<file path="src/rtl/rriot_bus_master.sv">
`default_nettype none
// ============================================================================
// Module   : rriot_bus_master
// Purpose  : Single-outstanding command/response bridge onto an RRIOT-style
//            peripheral bus. A command is accepted in IDLE. The bus is driven
//            for one DRIVE cycle. Reads then sit in WAIT until bus_oe or a
//            timeout. The response is held in RESP until it is consumed.
//            ROM writes are illegal: they skip the bus and return an error.
// Ports    : phi2 / rst_n        - clock, synchronous active-low reset
//            cmd_*               - command channel (valid/ready handshake)
//            rsp_*               - response channel (valid/ready handshake)
//            bus_*               - peripheral strobes, address and data
//            txn_count           - completed-response counter (wraps)
// Revision : 1.0 - initial release
// ============================================================================
module rriot_bus_master #(
  parameter int TIMEOUT = 4,
  parameter int CNT_W   = 16
) (
  input  logic             phi2,
  input  logic             rst_n,
  // command channel
  input  logic             cmd_valid,
  output logic             cmd_ready,
  input  logic             cmd_we,
  input  logic             cmd_rom,
  input  logic [9:0]       cmd_addr,
  input  logic [7:0]       cmd_wdata,
  // response channel
  output logic             rsp_valid,
  input  logic             rsp_ready,
  output logic [7:0]       rsp_data,
  output logic             rsp_err,
  // peripheral bus
  output logic             bus_we_n,
  output logic [9:0]       bus_a,
  output logic [7:0]       bus_wdata,
  output logic             bus_rs_n,
  output logic             bus_cs1_n,
  output logic             bus_cs2_n,
  input  logic [7:0]       bus_rdata,
  input  logic             bus_oe,
  // statistics
  output logic [CNT_W-1:0] txn_count
);

  // Wide enough to hold TIMEOUT-1 for any TIMEOUT >= 1.
  localparam int WCNT_W = (TIMEOUT > 1) ? $clog2(TIMEOUT + 1) : 1;
  localparam logic [WCNT_W-1:0] C_WAIT_LAST = WCNT_W'(TIMEOUT - 1);

  typedef enum logic [1:0] {
    S_IDLE  = 2'd0,
    S_DRIVE = 2'd1,
    S_WAIT  = 2'd2,
    S_RESP  = 2'd3
  } state_t;

  state_t            state_q,     state_d;
  logic              we_q,        we_d;
  logic [WCNT_W-1:0] wait_cnt_q,  wait_cnt_d;
  logic [7:0]        rsp_data_q,  rsp_data_d;
  logic              rsp_err_q,   rsp_err_d;
  logic [CNT_W-1:0]  txn_count_q, txn_count_d;
  logic              bus_we_n_q,  bus_we_n_d;
  logic [9:0]        bus_a_q,     bus_a_d;
  logic [7:0]        bus_wdata_q, bus_wdata_d;
  logic              bus_rs_n_q,  bus_rs_n_d;
  logic              bus_cs1_n_q, bus_cs1_n_d;
  logic              bus_cs2_n_q, bus_cs2_n_d;

  // Set whenever the next state releases the bus (entering RESP or IDLE).
  logic              bus_release;

  always_comb begin
    state_d     = state_q;
    we_d        = we_q;
    wait_cnt_d  = wait_cnt_q;
    rsp_data_d  = rsp_data_q;
    rsp_err_d   = rsp_err_q;
    txn_count_d = txn_count_q;
    bus_we_n_d  = bus_we_n_q;
    bus_a_d     = bus_a_q;
    bus_wdata_d = bus_wdata_q;
    bus_rs_n_d  = bus_rs_n_q;
    bus_cs1_n_d = bus_cs1_n_q;
    bus_cs2_n_d = bus_cs2_n_q;
    bus_release = 1'b0;

    case (state_q)
      S_IDLE: begin
        if (cmd_valid) begin
          we_d = cmd_we;
          if (cmd_we && cmd_rom) begin
            // Writing ROM is illegal: never touch the bus.
            state_d     = S_RESP;
            rsp_err_d   = 1'b1;
            rsp_data_d  = 8'h00;
            bus_release = 1'b1;
          end else begin
            // The bus registers double as the latched address, data and
            // space of the command for the rest of the transaction.
            state_d     = S_DRIVE;
            bus_cs1_n_d = 1'b0;
            bus_cs2_n_d = 1'b0;
            bus_a_d     = cmd_addr;
            bus_rs_n_d  = ~cmd_rom;
            bus_we_n_d  = ~cmd_we;
            bus_wdata_d = cmd_we ? cmd_wdata : 8'h00;
          end
        end
      end

      S_DRIVE: begin
        if (we_q) begin
          // The peripheral took the write on the edge that ends DRIVE.
          state_d     = S_RESP;
          rsp_err_d   = 1'b0;
          rsp_data_d  = 8'h00;
          bus_release = 1'b1;
        end else begin
          // Bus values stay as driven for the whole wait.
          state_d    = S_WAIT;
          wait_cnt_d = '0;
        end
      end

      S_WAIT: begin
        // bus_oe is checked first so data arriving in the last allowed
        // cycle still counts as success.
        if (bus_oe) begin
          state_d     = S_RESP;
          rsp_err_d   = 1'b0;
          rsp_data_d  = bus_rdata;
          bus_release = 1'b1;
        end else if (wait_cnt_q == C_WAIT_LAST) begin
          state_d     = S_RESP;
          rsp_err_d   = 1'b1;
          rsp_data_d  = 8'hFF;
          bus_release = 1'b1;
        end else begin
          wait_cnt_d = wait_cnt_q + WCNT_W'(1);
        end
      end

      S_RESP: begin
        if (rsp_ready) begin
          state_d     = S_IDLE;
          txn_count_d = txn_count_q + CNT_W'(1);
        end
      end

      default: begin
        state_d     = S_IDLE;
        bus_release = 1'b1;
      end
    endcase

    if (bus_release) begin
      bus_cs1_n_d = 1'b1;
      bus_cs2_n_d = 1'b1;
      bus_rs_n_d  = 1'b1;
      bus_we_n_d  = 1'b1;
      bus_a_d     = 10'h000;
      bus_wdata_d = 8'h00;
    end
  end

  always_ff @(posedge phi2) begin
    if (!rst_n) begin
      state_q     <= S_IDLE;
      we_q        <= 1'b0;
      wait_cnt_q  <= '0;
      rsp_data_q  <= 8'h00;
      rsp_err_q   <= 1'b0;
      txn_count_q <= '0;
      bus_we_n_q  <= 1'b1;
      bus_a_q     <= 10'h000;
      bus_wdata_q <= 8'h00;
      bus_rs_n_q  <= 1'b1;
      bus_cs1_n_q <= 1'b1;
      bus_cs2_n_q <= 1'b1;
    end else begin
      state_q     <= state_d;
      we_q        <= we_d;
      wait_cnt_q  <= wait_cnt_d;
      rsp_data_q  <= rsp_data_d;
      rsp_err_q   <= rsp_err_d;
      txn_count_q <= txn_count_d;
      bus_we_n_q  <= bus_we_n_d;
      bus_a_q     <= bus_a_d;
      bus_wdata_q <= bus_wdata_d;
      bus_rs_n_q  <= bus_rs_n_d;
      bus_cs1_n_q <= bus_cs1_n_d;
      bus_cs2_n_q <= bus_cs2_n_d;
    end
  end

  // Handshake flags are pure decodes of the registered state.
  assign cmd_ready = (state_q == S_IDLE);
  assign rsp_valid = (state_q == S_RESP);
  assign rsp_data  = rsp_data_q;
  assign rsp_err   = rsp_err_q;
  assign txn_count = txn_count_q;
  assign bus_we_n  = bus_we_n_q;
  assign bus_a     = bus_a_q;
  assign bus_wdata = bus_wdata_q;
  assign bus_rs_n  = bus_rs_n_q;
  assign bus_cs1_n = bus_cs1_n_q;
  assign bus_cs2_n = bus_cs2_n_q;

endmodule
`default_nettype wire
</file>
<file path="config.mk">
export PLATFORM = sky130hd
export DESIGN_NAME = rriot_bus_master
export DESIGN_NICKNAME = d
export VERILOG_FILES = /design/src/rtl/rriot_bus_master.sv
export SDC_FILE = /design/constraint.sdc
export NUM_CORES = 1
export LEC_CHECK = 0
export ABC_AREA = 1
export BUFFER_PORTS_ARGS = -buffer_cell sky130_fd_sc_hd__buf_2
export CAP_MARGIN = 20
export CORE_AREA = 3 3 80 67
export DETAILED_ROUTE_END_ITERATION = 8
export DIE_AREA = 0 0 83 70
export PLACE_DENSITY = 0.83
export SETUP_SLACK_MARGIN = 0.2
export SLEW_MARGIN = 5
export SYNTH_ARGS = -nofsm -noshare
export SYNTH_HDL_FRONTEND = slang
export SYNTH_SLANG_ARGS = --single-unit
</file>
<file path="constraint.sdc">
create_clock -name phi2 -period 2.65 [get_ports phi2]
set_input_delay 0.1325 -clock phi2 [delete_from_list [all_inputs] [get_ports phi2]]
set_output_delay 0.1325 -clock phi2 [all_outputs]
set_load 0.03 [all_outputs]
</file>
Word-level counts from Yosys, hierarchy flattened
Cells that the tools add are included.
{ "word_totals": {"reg_bits": 52, "input_bits": 33, "out_inout_bits": 49} }
{ "classes": {"add_sub_neg": 2, "n_eq_ne": 12, "muxes": 30, "reduce_logical": 11, "n_bitwise": 4} }
{ "op_table": {"columns": ["operator", "count"], "rows": [
  ["8-bit 2-to-1 mux", 6],
  ["8-bit case mux with 3 select lines", 1],
  ["16-bit by 1-bit adder with 16-bit output, second input constant", 1],
  ["1-bit 2-to-1 mux", 11],
  ["2-bit 2-to-1 mux", 5],
  ["2-bit != test, second input constant", 5],
  ["3-bit 2-to-1 mux", 3],
  ["2-bit case mux with 4 select lines", 1],
  ["1-bit case mux with 3 select lines", 2],
  ["3-bit case mux with 2 select lines", 1],
  ["3-bit AND reduction", 2],
  ["5-bit AND reduction", 1],
  ["2-bit == test, second input constant", 2],
  ["2-bit by 1-bit != test with 1-bit output, second input constant", 2],
  ["1-bit inverter", 4],
  ["2-bit AND reduction", 2],
  ["4-bit AND reduction", 1],
  ["3-bit by 1-bit adder with 3-bit output, second input constant", 1],
  ["3-bit by 2-bit == test with 1-bit output, second input constant", 1],
  ["3-bit != test, second input constant", 1],
  ["3-bit nonzero test", 1],
  ["2-bit by 1-bit == test with 1-bit output, second input constant", 1],
  ["2-bit zero test", 1],
  ["2-bit nonzero test", 1],
  ["other kinds (2)", 2]
]} }

Depth between registers and ports, before layout
{ "logic_depth": {"depth_word": 5, "ltp_mapped": 10} }

Worst setup path before layout
Ideal clock, no wire load.
{ "synth_timing": {"kind": "register -> register", "startpoint": "register state_q[0]", "endpoint": "register rsp_data_q[1], in the netlist rsp_data[1]", "path_slack_ns": 0.881, "n_path_buf": 2, "path_stages_with_launch": 11, "arrival_time_ns": 1.655, "cell_sequence": "dfxtp_1 -> inv_1 -> ha_1 -> buf_6 -> nand2_2 -> o21ai_2 -> nor3_4 -> buf_6 -> nand2_1 -> nand2_1 -> nor2_1"} }
{ "synth_via": {"elab_chain_cells": 3} }
{ "synth_lines": {"columns": ["element", "line", "rtl"], "rows": [
  ["start: declaration", "58", "state_t state_q, state_d;"],
  ["start signal: assignment", "183", "state_q <= state_d;"],
  ["2-bit zero test *", null, null],
  ["via cmd_ready", "24", "output logic cmd_ready,"],
  ["2-bit by 1-bit != test with 1-bit output (no line), or another cell as far along", null, null],
  ["5-bit AND reduction (no line)", null, null],
  ["end signal: assignment", "186", "rsp_data_q <= rsp_data_d;"],
  ["end: declaration", "61", "logic [7:0] rsp_data_q, rsp_data_d;"]
]} }
The timed path passes the listed nets; every way through them passes the cells marked *.
A chain may end at the register's enable or synchronous reset.

Worst setup path after layout
{ "layout_timing": {"startpoint": "register state_q[0]", "endpoint": "register rsp_data_q[7], in the netlist rsp_data[7]"} }
{ "layout_via": {"elab_chain_cells": 3} }
{ "layout_lines": {"columns": ["element", "line", "rtl"], "rows": [
  ["2-bit == test, or another cell as far along", "89", "case (state_q)"],
  ["3-bit != test (no line), or another cell as far along", null, null],
  ["5-bit AND reduction (no line)", null, null]
]} }
Parallel ways exist; a longest one is shown, timed or not.

==> summary.md <==
| Metric | Value |
|---|---|
| Vias per cell | between 4 and 5 |
| Root buf cell | clkbuf_8 |
| Syn Nets | between 300 and 400 |
| Max Cap Viol | 0 |
| Share of post-route cells with drive strength above 1 | around 29% |
| Filler cell count in the final layout | between 400 and 500 |
| DR WL/cell | 11.6 um |
| RSZ-0062 raised after global routing | false |
| Arrival time at the worst endpoint | approximately 2.2 ns |
| Die H | about 70 um |
| Starting Density | between 50 and 60% |
| Ys flop type | dfxtp_1 |
| Total gr overflow | 0 |
| Cell taking the most area after synthesis | dfxtp_1 |
| Io pins | 82 |
| Synth Instances | 330 |
| # diodes | 0 |
| Clock Skews | 0.00770 ns |
| Clock latency on the worst-skew pair | a little under 0.3 ns |
| Most numerous cell in the Yosys netlist | nand2_1 |
| Relative slew slack | between 60% and 70% |
| Met2 Resource Use GR | 32.7% |
| Fraction of registers with async set/reset | 0% |
| Core Area | around 4600 um^2 |
| Die area | a little under 6000 um^2 |
| Row count | 22 |
| Power density over cell area | 820 nW/um^2 |
| Setup tns final | 0 ns |
| P_leak | 1.38 nW |
| Clock buffer depth | 2 |
| Largest net degree at the start of global routing | 30 |
| Final min period | between 1.5 and 2 ns |
| Remaining routing DRC violations | 0 |
| Flops & latches, synth | 52 |
| Synth top cells by count | nand2_1, dfxtp_1, nor2_1 |
| Initial antenna violation count | 0 |
| Vias in the first global route | 2059 |
| RD Place Congestion | roughly 0.84 |
| Yosys warns | 0 |
| Total wire length | around 5.4 mm |
| Worst min path class | in -> reg |
| TritonCTS clock tree | built |
| Crit Path Max Fanout | 16 |
| Fmax | 0.509 GHz |
| Share of the synthesized area in the top cell type | approximately 42% |
| First-pass GRT wire length | about 9.1 mm |
| Worst Max-Slew Pin Slew | 0.560 ns |
| Setup bufs post-CTS | 0 |
| Tcrit/Tclk final | between 70 and 80% |
| Nets | ~450 |
| H-Tree Depth | 2 |
| Seq/Total Area, Yosys | a little over two fifths |
| Run status | completed |
| Area contributors post-synth | dfxtp_1, nand2_1, nor2_1, a21oi_1, ha_1 |
| CTS clk-pin slew, worst paths | around 0.09 ns |
| Layout area overhead | 19.6% |
| Number of synthesized flops with an enable pin | 0 |
| Hold Buf Count CTS | 0 |
| Die width | 83 um |
| Final slew viol count | 0 |
| Post-DP HPWL | 4.18 mm |
| Mapped Area | between 2000 and 2500 um^2 |
| CP Capture Type | register |
| Routed Antenna Nets | 0 |
| DP Area | 2850 um^2 |
| Synth cell types | 29 |
| Max VDD drop | slightly above 0.4 mV |
| Critical path startpoint category | register |
| Crit path required time | around 2.9 ns |
| Initial drt markers | 85 |
| Met1 GRT Util | between 20% and 30% |
| Vias | 2325 |
| Global-route usage over all layers | between 10% and 20% |
| Grt met3 use | 4.48% |
| First-pass DRT Iterations | 4 |
| Clk sink count | 52 |
| Syn avg cell area | approximately 7.5 um^2 |
| Critical path class | reg -> reg |
| Final hold vios | 0 |
| Finished Cell Area | between 2000 and 3000 um^2 |
| CTS buffer count | 5 |
| Gr busiest metal | met2 |
| Port-buffer cells | 81 |
| Final setup viols | 0 |
| Post-cts sizing count | 0 |
==> per-layer routing <==
layer	share of wire (%)	vias up	wire, um
met3	5.7	4	311
li1	-	1212	-
met2	50	60	2690
met5	0	-	0
met1	44	1049	2380
met4	0.96	0	52
==> cell families (layout without fill, tap and decap cells) <==
kind of cell / after synthesis / in the layout / synth area share [%]
compound gates: 62 / 62 / 15.1
fa+ha+maj: 8 / 8 / 4.06
buf+inv: 39 / 117 / 8.18
flops: 52 / 52 / 42.3
simple gates: 169 / 169 / 30.4
==> registers in the layout, indices dropped and copies added, names as in the netlist <==
| name | flops |
|---|---|
| rsp_data | 8 |
| wait_cnt_q | 3 |
| bus_we_n | 1 |
| state_q | 2 |
| bus_a | 10 |
| txn_count | 16 |
| bus_wdata | 8 |
| bus_cs2_n | 1 |
| we_q | 1 |
| bus_rs_n | 1 |
| rsp_err | 1 |
==> path summary, 6_finish.rpt <==
check	startpoint	endpoint	slack, ns	cells after the start
max	state_q[0]	rsp_data[7]	0.68	9
min	cmd_addr[9]	bus_a[9]	0.09	3
max reg2reg	state_q[0]	rsp_data[7]	0.68	9
min reg2reg	bus_wdata[2]	bus_wdata[2]	0.46	2
==> placed cells by master (no fill, tap or decap), drive strengths merged <==
cell / n
buf: 82
o21ai: 20
a211oi: 1
dfxtp: 52
nor2: 54
inv: 27
clkinvlp: 1
o21bai: 1
o21a: 1
nand3: 21
nand2: 87
nand4: 3
ha: 8
nor3b: 1
clkbuf: 7
a21oi: 38
nor3: 3
a31oi: 1
==> area by class of cell <==
cell class              instances  area (um^2)  area share [%]
inverters                      27          101            3.44
well taps                      60         75.1            2.55
clock buffers                   7         86.3            2.93
multi-input cells             239         1220            41.5
repair buffers                 82          413            14.0
flip-flops and latches         52         1040            35.3
clock inverters                 1         7.51           0.255
==> through the flow <==
stage | power, mW | util [%] | hold WS, ns | cells | setup slack, ns
finish | 2.42 | 64.5 | 0.0890 | 468 | 0.684
global route | 2.59 | 64.5 | 0.0822 | 468 | 0.391
CTS | 2.44 | 64.5 | 0.0841 | 468 | 0.670
detailed placement | 1.99 | 62.4 | 0.404 | 460 | 0.680
global placement | 1.96 | 62.4 | 0.388 | 460 | 0.786
floorplan | 1.81 | - | 0.279 | 330 | 0.881
==> worst max-delay path, stage by stage, from the launching register on <==
cell,delay (ns)
dfxtp_1,0.37
inv_1,0.11
ha_1,0.41
inv_2,0.08
nand2_1,0.11
nor2_2,0.06
nor3_4,0.51
nand2_1,0.09
nand2_1,0.09
nor2_1,0.05
==> report_power, final <==
| group | switching, mW | internal (mW) | total (mW) |
|---|---|---|---|
| registers | 0.0683 | 0.893 | 0.962 |
| logic | 0.693 | 0.307 | 1.00 |
| clock network | 0.242 | 0.213 | 0.455 |
(Power assumes the default switching activity.)
